## src/rtl/wb_stream_slave_pkg.sv

```systemverilog
// Shared register addresses, interrupt bit positions and bus FSM states for the
// Wishbone-to-stream bridge.
package wb_stream_slave_pkg;

    localparam logic [1:0] ADDR_DATA    = 2'd0;
    localparam logic [1:0] ADDR_STATUS  = 2'd1;
    localparam logic [1:0] ADDR_INT_EN  = 2'd2;
    localparam logic [1:0] ADDR_INT_STS = 2'd3;

    localparam int INT_RX_NOT_EMPTY = 0;
    localparam int INT_TX_EMPTY     = 1;
    localparam int INT_TX_OVF       = 2;
    localparam int INT_RX_UNF       = 3;

    typedef enum logic {
        BUS_IDLE,
        BUS_ACK
    } bus_state_t;

    function automatic logic [31:0] pack_status(
        input logic       tx_full,
        input logic       tx_empty,
        input logic       rx_full,
        input logic       rx_empty,
        input logic [7:0] tx_count,
        input logic [7:0] rx_count
    );
        return {8'h00, rx_count, tx_count, 4'h0, rx_empty, rx_full, tx_empty, tx_full};
    endfunction

endpackage

```

## src/rtl/wb_sfifo_core.sv

```systemverilog
// Single-clock FIFO. Full/empty come from the registered count, so a push and a
// pop in the same cycle never observe each other's effect.
module wb_sfifo_core #(
    parameter int DEPTH_LOG2 = 4
) (
    input  logic                clk,
    input  logic                rst,
    input  logic                push,
    input  logic                pop,
    input  logic [31:0]         wdata,
    output logic [31:0]         rdata,
    output logic [DEPTH_LOG2:0] count,
    output logic                full,
    output logic                empty
);
    localparam int DEPTH = 1 << DEPTH_LOG2;

    logic [31:0]           mem [DEPTH];
    logic [DEPTH_LOG2-1:0] wr_ptr;
    logic [DEPTH_LOG2-1:0] rd_ptr;
    logic                  do_push;
    logic                  do_pop;

    // Count never exceeds DEPTH, so its top bit alone flags a full FIFO.
    assign full    = count[DEPTH_LOG2];
    assign empty   = (count == '0);
    assign do_push = push & ~full;
    assign do_pop  = pop & ~empty;
    assign rdata   = mem[rd_ptr];

    always_ff @(posedge clk) begin
        if (do_push) begin
            mem[wr_ptr] <= wdata;
        end
    end

    always_ff @(posedge clk or negedge rst) begin
        if (!rst) begin
            wr_ptr <= '0;
            rd_ptr <= '0;
            count  <= '0;
        end else begin
            if (do_push) begin
                wr_ptr <= wr_ptr + 1'b1;
            end
            if (do_pop) begin
                rd_ptr <= rd_ptr + 1'b1;
            end
            case ({do_push, do_pop})
                2'b10:   count <= count + 1'b1;
                2'b01:   count <= count - 1'b1;
                default: count <= count;
            endcase
        end
    end

endmodule

```

## src/rtl/wb_stream_slave.sv

```systemverilog
// Wishbone slave bridging the bus to a TX and an RX 32-bit valid/ready stream,
// with status, interrupt-enable and sticky interrupt-status registers.
module wb_stream_slave
    import wb_stream_slave_pkg::*;
#(
    parameter int DEPTH_LOG2 = 4
) (
    input  logic        clk,
    input  logic        rst,
    input  logic        wbs_we_i,
    input  logic        wbs_cyc_i,
    input  logic        wbs_stb_i,
    input  logic [3:0]  wbs_sel_i,
    input  logic [31:0] wbs_adr_i,
    input  logic [31:0] wbs_dat_i,
    output logic [31:0] wbs_dat_o,
    output logic        wbs_ack_o,
    output logic        wbs_int_o,
    output logic        tx_valid,
    output logic [31:0] tx_data,
    input  logic        tx_ready,
    input  logic        rx_valid,
    input  logic [31:0] rx_data,
    output logic        rx_ready
);
    localparam int CW = DEPTH_LOG2 + 1;

    bus_state_t  state;
    logic        bus_req;
    logic [1:0]  reg_sel;
    logic        tx_push, tx_pop, rx_push, rx_pop;
    logic        wr_int_en, wr_int_sts;
    logic [31:0] rx_head;
    logic [31:0] rd_word;
    logic [CW-1:0] tx_count, rx_count;
    logic        tx_full, tx_empty, rx_full, rx_empty;
    logic [3:0]  int_en;
    logic [3:0]  int_sts;
    logic        tx_ovf, rx_unf;
    logic        unused_bits;

    assign unused_bits = ^{wbs_sel_i, wbs_adr_i[31:2]};

    // A new request is only taken while ack is low, giving the mandatory idle cycle.
    assign bus_req    = wbs_cyc_i & wbs_stb_i & ~wbs_ack_o;
    assign reg_sel    = wbs_adr_i[1:0];
    assign tx_push    = bus_req & wbs_we_i & (reg_sel == ADDR_DATA);
    assign rx_pop     = bus_req & ~wbs_we_i & (reg_sel == ADDR_DATA);
    assign wr_int_en  = bus_req & wbs_we_i & (reg_sel == ADDR_INT_EN);
    assign wr_int_sts = bus_req & wbs_we_i & (reg_sel == ADDR_INT_STS);

    assign tx_valid = ~tx_empty;
    assign tx_pop   = tx_valid & tx_ready;
    assign rx_ready = ~rx_full;
    assign rx_push  = rx_valid & rx_ready;

    wb_sfifo_core #(.DEPTH_LOG2(DEPTH_LOG2)) u_tx_fifo (
        .clk(clk), .rst(rst), .push(tx_push), .pop(tx_pop), .wdata(wbs_dat_i),
        .rdata(tx_data), .count(tx_count), .full(tx_full), .empty(tx_empty)
    );

    wb_sfifo_core #(.DEPTH_LOG2(DEPTH_LOG2)) u_rx_fifo (
        .clk(clk), .rst(rst), .push(rx_push), .pop(rx_pop), .wdata(rx_data),
        .rdata(rx_head), .count(rx_count), .full(rx_full), .empty(rx_empty)
    );

    always_comb begin
        int_sts                   = '0;
        int_sts[INT_RX_NOT_EMPTY] = ~rx_empty;
        int_sts[INT_TX_EMPTY]     = tx_empty;
        int_sts[INT_TX_OVF]       = tx_ovf;
        int_sts[INT_RX_UNF]       = rx_unf;
    end

    always_comb begin
        rd_word = '0;
        case (reg_sel)
            ADDR_DATA:    rd_word = rx_empty ? '0 : rx_head;
            ADDR_STATUS:  rd_word = pack_status(tx_full, tx_empty, rx_full, rx_empty,
                                                8'(tx_count), 8'(rx_count));
            ADDR_INT_EN:  rd_word = {28'h0, int_en};
            ADDR_INT_STS: rd_word = {28'h0, int_sts};
            default:      rd_word = '0;
        endcase
    end

    always_ff @(posedge clk or negedge rst) begin
        if (!rst) begin
            state     <= BUS_IDLE;
            wbs_ack_o <= 1'b0;
            wbs_dat_o <= '0;
        end else begin
            case (state)
                BUS_IDLE: begin
                    if (bus_req) begin
                        state     <= BUS_ACK;
                        wbs_ack_o <= 1'b1;
                        wbs_dat_o <= wbs_we_i ? '0 : rd_word;
                    end
                end
                BUS_ACK: begin
                    state     <= BUS_IDLE;
                    wbs_ack_o <= 1'b0;
                    wbs_dat_o <= '0;
                end
                default: begin
                    state     <= BUS_IDLE;
                    wbs_ack_o <= 1'b0;
                end
            endcase
        end
    end

    // A new overflow/underflow event in the same cycle as a W1C keeps the flag set.
    always_ff @(posedge clk or negedge rst) begin
        if (!rst) begin
            int_en    <= '0;
            tx_ovf    <= 1'b0;
            rx_unf    <= 1'b0;
            wbs_int_o <= 1'b0;
        end else begin
            if (wr_int_en) begin
                int_en <= wbs_dat_i[3:0];
            end
            tx_ovf    <= (tx_push & tx_full) | (tx_ovf & ~(wr_int_sts & wbs_dat_i[INT_TX_OVF]));
            rx_unf    <= (rx_pop & rx_empty) | (rx_unf & ~(wr_int_sts & wbs_dat_i[INT_RX_UNF]));
            wbs_int_o <= |(int_sts & int_en);
        end
    end

endmodule
```

## config.mk

```make
export PLATFORM = sky130hd
export DESIGN_NAME = wb_stream_slave
export DESIGN_NICKNAME = d
export VERILOG_FILES = /design/src/rtl/wb_stream_slave_pkg.sv /design/src/rtl/wb_sfifo_core.sv /design/src/rtl/wb_stream_slave.sv
export SDC_FILE = /design/constraint.sdc
export NUM_CORES = 1
export LEC_CHECK = 0
export BUFFER_PORTS_ARGS = -buffer_cell sky130_fd_sc_hd__buf_2
export CAP_MARGIN = 10
export CORE_UTILIZATION = 44
export CTS_CLUSTER_SIZE = 8
export DETAILED_ROUTE_END_ITERATION = 10
export GPL_ROUTABILITY_DRIVEN = 0
export HOLD_SLACK_MARGIN = 0.05
export PLACE_DENSITY_LB_ADDON = 0.05
export SYNTH_ARGS = -nofsm -noshare
export SYNTH_HDL_FRONTEND = slang
export SYNTH_HIERARCHICAL = 1
export SYNTH_SLANG_ARGS = --single-unit
```

## constraint.sdc

```tcl
create_clock -name clk -period 5.8 [get_ports clk]
set_input_delay 0.87 -clock clk [delete_from_list [all_inputs] [get_ports clk]]
set_output_delay 0.87 -clock clk [all_outputs]
set_load 0.005 [all_outputs]
```

==> results.sh <==
export IMPL_outcome="complete, no violations"
export IMPL_ir_worst_vdd_mv=0.313
export IMPL_regArea_sq_um=32400
export IMPL_wire_per_inst_um=27.4
export IMPL_max_freq_mhz=220
export IMPL_die_y_um=313
export IMPL_design_area_sq_um=49300
export IMPL_synth_distinct_cells=46
export IMPL_finalHoldViolCount=0
export IMPL_final_cell_mix="edfxtp_1 (1024), mux2i_1 (260), clkbuf_16 (160)"
export IMPL_fillers=7748
export IMPL_ys_seq_elements=1091
export IMPL_setup_viol=0
export IMPL_crit_type="flip-flop to output port"
export IMPL_endpoint_kind="output port"
export IMPL_worstMarginPinSlew_ns=1.17
export IMPL_crit_top_cell="buf_4"
export IMPL_cts_path_max_buffers=3
export IMPL_syn_cell_area_sq_um=42500
export IMPL_final_core_util=0.517
export IMPL_post_place_ws_ns=1.50
export IMPL_dr_total_vias=21650
export IMPL_drc_errors=0
export IMPL_rsz0062_at_grt="no"
export IMPL_hpwl_mm=56.4
export IMPL_finalSetupTns_ns=0
export IMPL_synthMuxAreaShare=0.131
export IMPL_ant_nets=0
export IMPL_synth_area_per_cell_sq_um=19.7
export IMPL_cp_required_ns=4.93
export IMPL_grt_pass1_vias=22537
export IMPL_cts_tree="yes"
export IMPL_num_rows=113
export IMPL_firstDrtPassIters=6
export IMPL_placed_cell_area_sq_um=44900
export IMPL_die_area_sq_um=97900
export IMPL_syn_to_final_growth_pct=15.8
export IMPL_max_cap_viol_count=0
export IMPL_syn_inst=2162
export IMPL_power_density_nw_per_um2=453
export IMPL_critical_path_cell_chain="buf_4 -> nor2b_4 -> buf_4 -> a221oi_1 -> a22oi_1 -> nand2_1 -> buf_2"
export IMPL_synth_largest_area_cell="edfxtp_1"
export IMPL_synth_top_family_by_area="multiplexers"
export IMPL_synthAdderAreaFrac=0.00624
export IMPL_relSlewSlack=0.218
export IMPL_period_needed_ns=4.54
export IMPL_ys_seq_area_frac=0.763
export IMPL_fin_skew_ns=0.0239
export IMPL_mostFrequentLayoutCell="edfxtp_1"
export IMPL_drive_gt1_frac=0.228
export IMPL_io_pins=175
export IMPL_multi_input_area_sq_um=9470
export IMPL_startpoint_type="flip-flop"
export IMPL_finalNetCount=2522
export IMPL_ff2ff_path_depth=11
export IMPL_htreeDepth=4
export IMPL_crit_slowest_cell="nor2b_4"
export IMPL_clk_latency_ns=0.73
export IMPL_synth_edf_count=1024
export IMPL_io_buffer_count=140
export IMPL_critPathMaxFanout=33
export IMPL_synth_simple_area_share=0.0179
export IMPL_drv_slew=0
export IMPL_drt_total_wl_mm=103
export IMPL_post_cts_buffers=0
export IMPL_grt_max_degree=67
export IMPL_cts_buffers_inserted=154
export IMPL_synth_compound_area_frac=0.0579
export IMPL_yosysWarningCount=6
export IMPL_drt_iter0_drc=1558
export IMPL_coreArea_sq_um=95300
export IMPL_slowest_delay_ns=0.92
export IMPL_post_cts_resize_count=0
export IMPL_synthArstFlopShare=0.0614
export IMPL_vias_per_cell=5.77
export IMPL_hold_path_class="input port to async pin"
export IMPL_crit_arrival_ns=3.67
export IMPL_ys_flop_type="edfxtp_1"
export IMPL_cts_clk_slew_worst_paths_ns=0.05
export IMPL_p_leak_uw=0.0166
export IMPL_synth_xor_area_frac=0.00412
export IMPL_die_x_um=313
export IMPL_layout_setup_ws_ns=1.26
export IMPL_syn_nets=2289
export IMPL_synth_top_area_frac=0.723
export IMPL_cts_root_buf="clkbuf_16"
export IMPL_cts_sinks=1091
export IMPL_overflow=0
export IMPL_finalCritPeriodShare=0.782
export IMPL_start_util=0.446
export IMPL_antenna_found_initial=16
export IMPL_grt_total_usage=0.214
export IMPL_grt_pass1_wl_mm=151
export IMPL_synthTopCellsByArea="edfxtp_1 (72%), mux4_2 (6.8%), mux2i_1 (6.1%), dfrtp_1 (3.9%), a221oi_1 (2.6%)"
export IMPL_cts_hold_buffers=0
-- area by class of cell --
class | instances | share of cell area
antenna | 3 | 0.000152
clock inverter | 8 | 0.00180
multi-input combinational | 922 | 0.192
tap | 1265 | 0.0321
timing repair buffer | 206 | 0.0261
clock buffer | 240 | 0.0874
sequential | 1091 | 0.659
inverter | 20 | 0.00152
-- Yosys cell counts (2+ instances only) --
| cell | count |
|---|---|
| nor2_1 | 29 |
| dfrtp_1 | 67 |
| a221oi_1 | 128 |
| a32o_1 | 4 |
| a22o_2 | 9 |
| a211o_1 | 2 |
| buf_4 | 14 |
| a22oi_1 | 74 |
| nor3_1 | 10 |
| fa_1 | 2 |
| or3b_2 | 2 |
| clkbuf_1 | 50 |
| ha_1 | 18 |
| mux2_4 | 2 |
| buf_6 | 28 |
| or4_1 | 3 |
| o21ai_0 | 75 |
| o2bb2ai_1 | 10 |
| a221o_1 | 4 |
| mux2i_1 | 260 |
| mux4_2 | 128 |
| nand4_1 | 2 |
| a22o_1 | 9 |
| edfxtp_1 | 1024 |
| a21oi_1 | 5 |
| xor2_1 | 6 |
| mux2_2 | 4 |
| nor2b_1 | 11 |
| and2_1 | 3 |
| nand3_1 | 5 |
| buf_2 | 37 |
| a21o_1 | 2 |
| nor2_2 | 2 |
| xnor2_1 | 14 |
| nand2_1 | 86 |
| nand2b_1 | 4 |
| inv_1 | 20 |
-- stage by stage --
stage | power [uW] | cells | hold WS (ns)
after floorplan | 12900 | 2162 | 0.479
after global placement | 14300 | 3504 | 0.474
after detailed placement | 14400 | 3504 | 0.472
after CTS | 22600 | 3752 | 0.0710
after global routing | 23300 | 3752 | 0.0865
final | 22300 | 3755 | 0.104
-- kinds of logic after synthesis --
| logic type | after synthesis |
|---|---|
| xor+xnor | 20 |
| simple gates | 164 |
| fa+ha+maj | 20 |
| compound gates | 324 |
| flops | 1091 |
| mux | 394 |
| buf+inv | 149 |
-- critical path, delay by kind of cell (launching register included) --
family / cells / cell delay (ns)
simple gates: 2 / 1.05
buf+inv: 3 / 1.11
flops: 1 / 0.38
compound gates: 2 / 0.37
-- per-layer routing --
metal	global-route usage	share of wire	up-vias
li1	-	-	9434
met1	0.281	0.42	11511
met2	0.361	0.51	519
met3	0.0444	0.054	168
met4	0.0585	0.019	18
met5	0	0.0011	-
-- path summary, 6_finish.rpt --
| check | slack [ns] | endpoint | from |
|---|---|---|---|
| worst min register to register | 0.49 | wbs_dat_o[10] | wbs_dat_o[10] |
| min in group clk | 0.42 | wbs_ack_o | wbs_stb_i |
| worst max-delay path | 1.26 | tx_data[1] | u_tx_fifo/rd_ptr[2] |
| worst min-delay path | 0.10 | wbs_dat_o[29] | rst |
| max in group asynchronous | 4.64 | u_tx_fifo/rd_ptr[0] | rst |
| worst max register to register | 2.07 | u_tx_fifo/count[4] | wbs_ack_o |
-- where the power goes --
part           switching, uW  internal (uW)  total (uW)
Clock                   3130           5020        8150
Sequential               414           8990        9400
Combinational           2650           2100        4750
Total                   6190          16100       22300
-- registers in the layout, summed over array words and instances, names as in the netlist, 4 cells and up --
signal and cells:
int_en 4, u_rx_fifo/count 5, u_rx_fifo/wr_ptr 4, u_rx_fifo/mem 512, u_tx_fifo/count 5, u_tx_fifo/wr_ptr 4
wbs_dat_o 32, u_tx_fifo/rd_ptr 4, u_tx_fifo/mem 512, u_rx_fifo/rd_ptr 4
No activity file was read; power rests on OpenSTA's default activity.
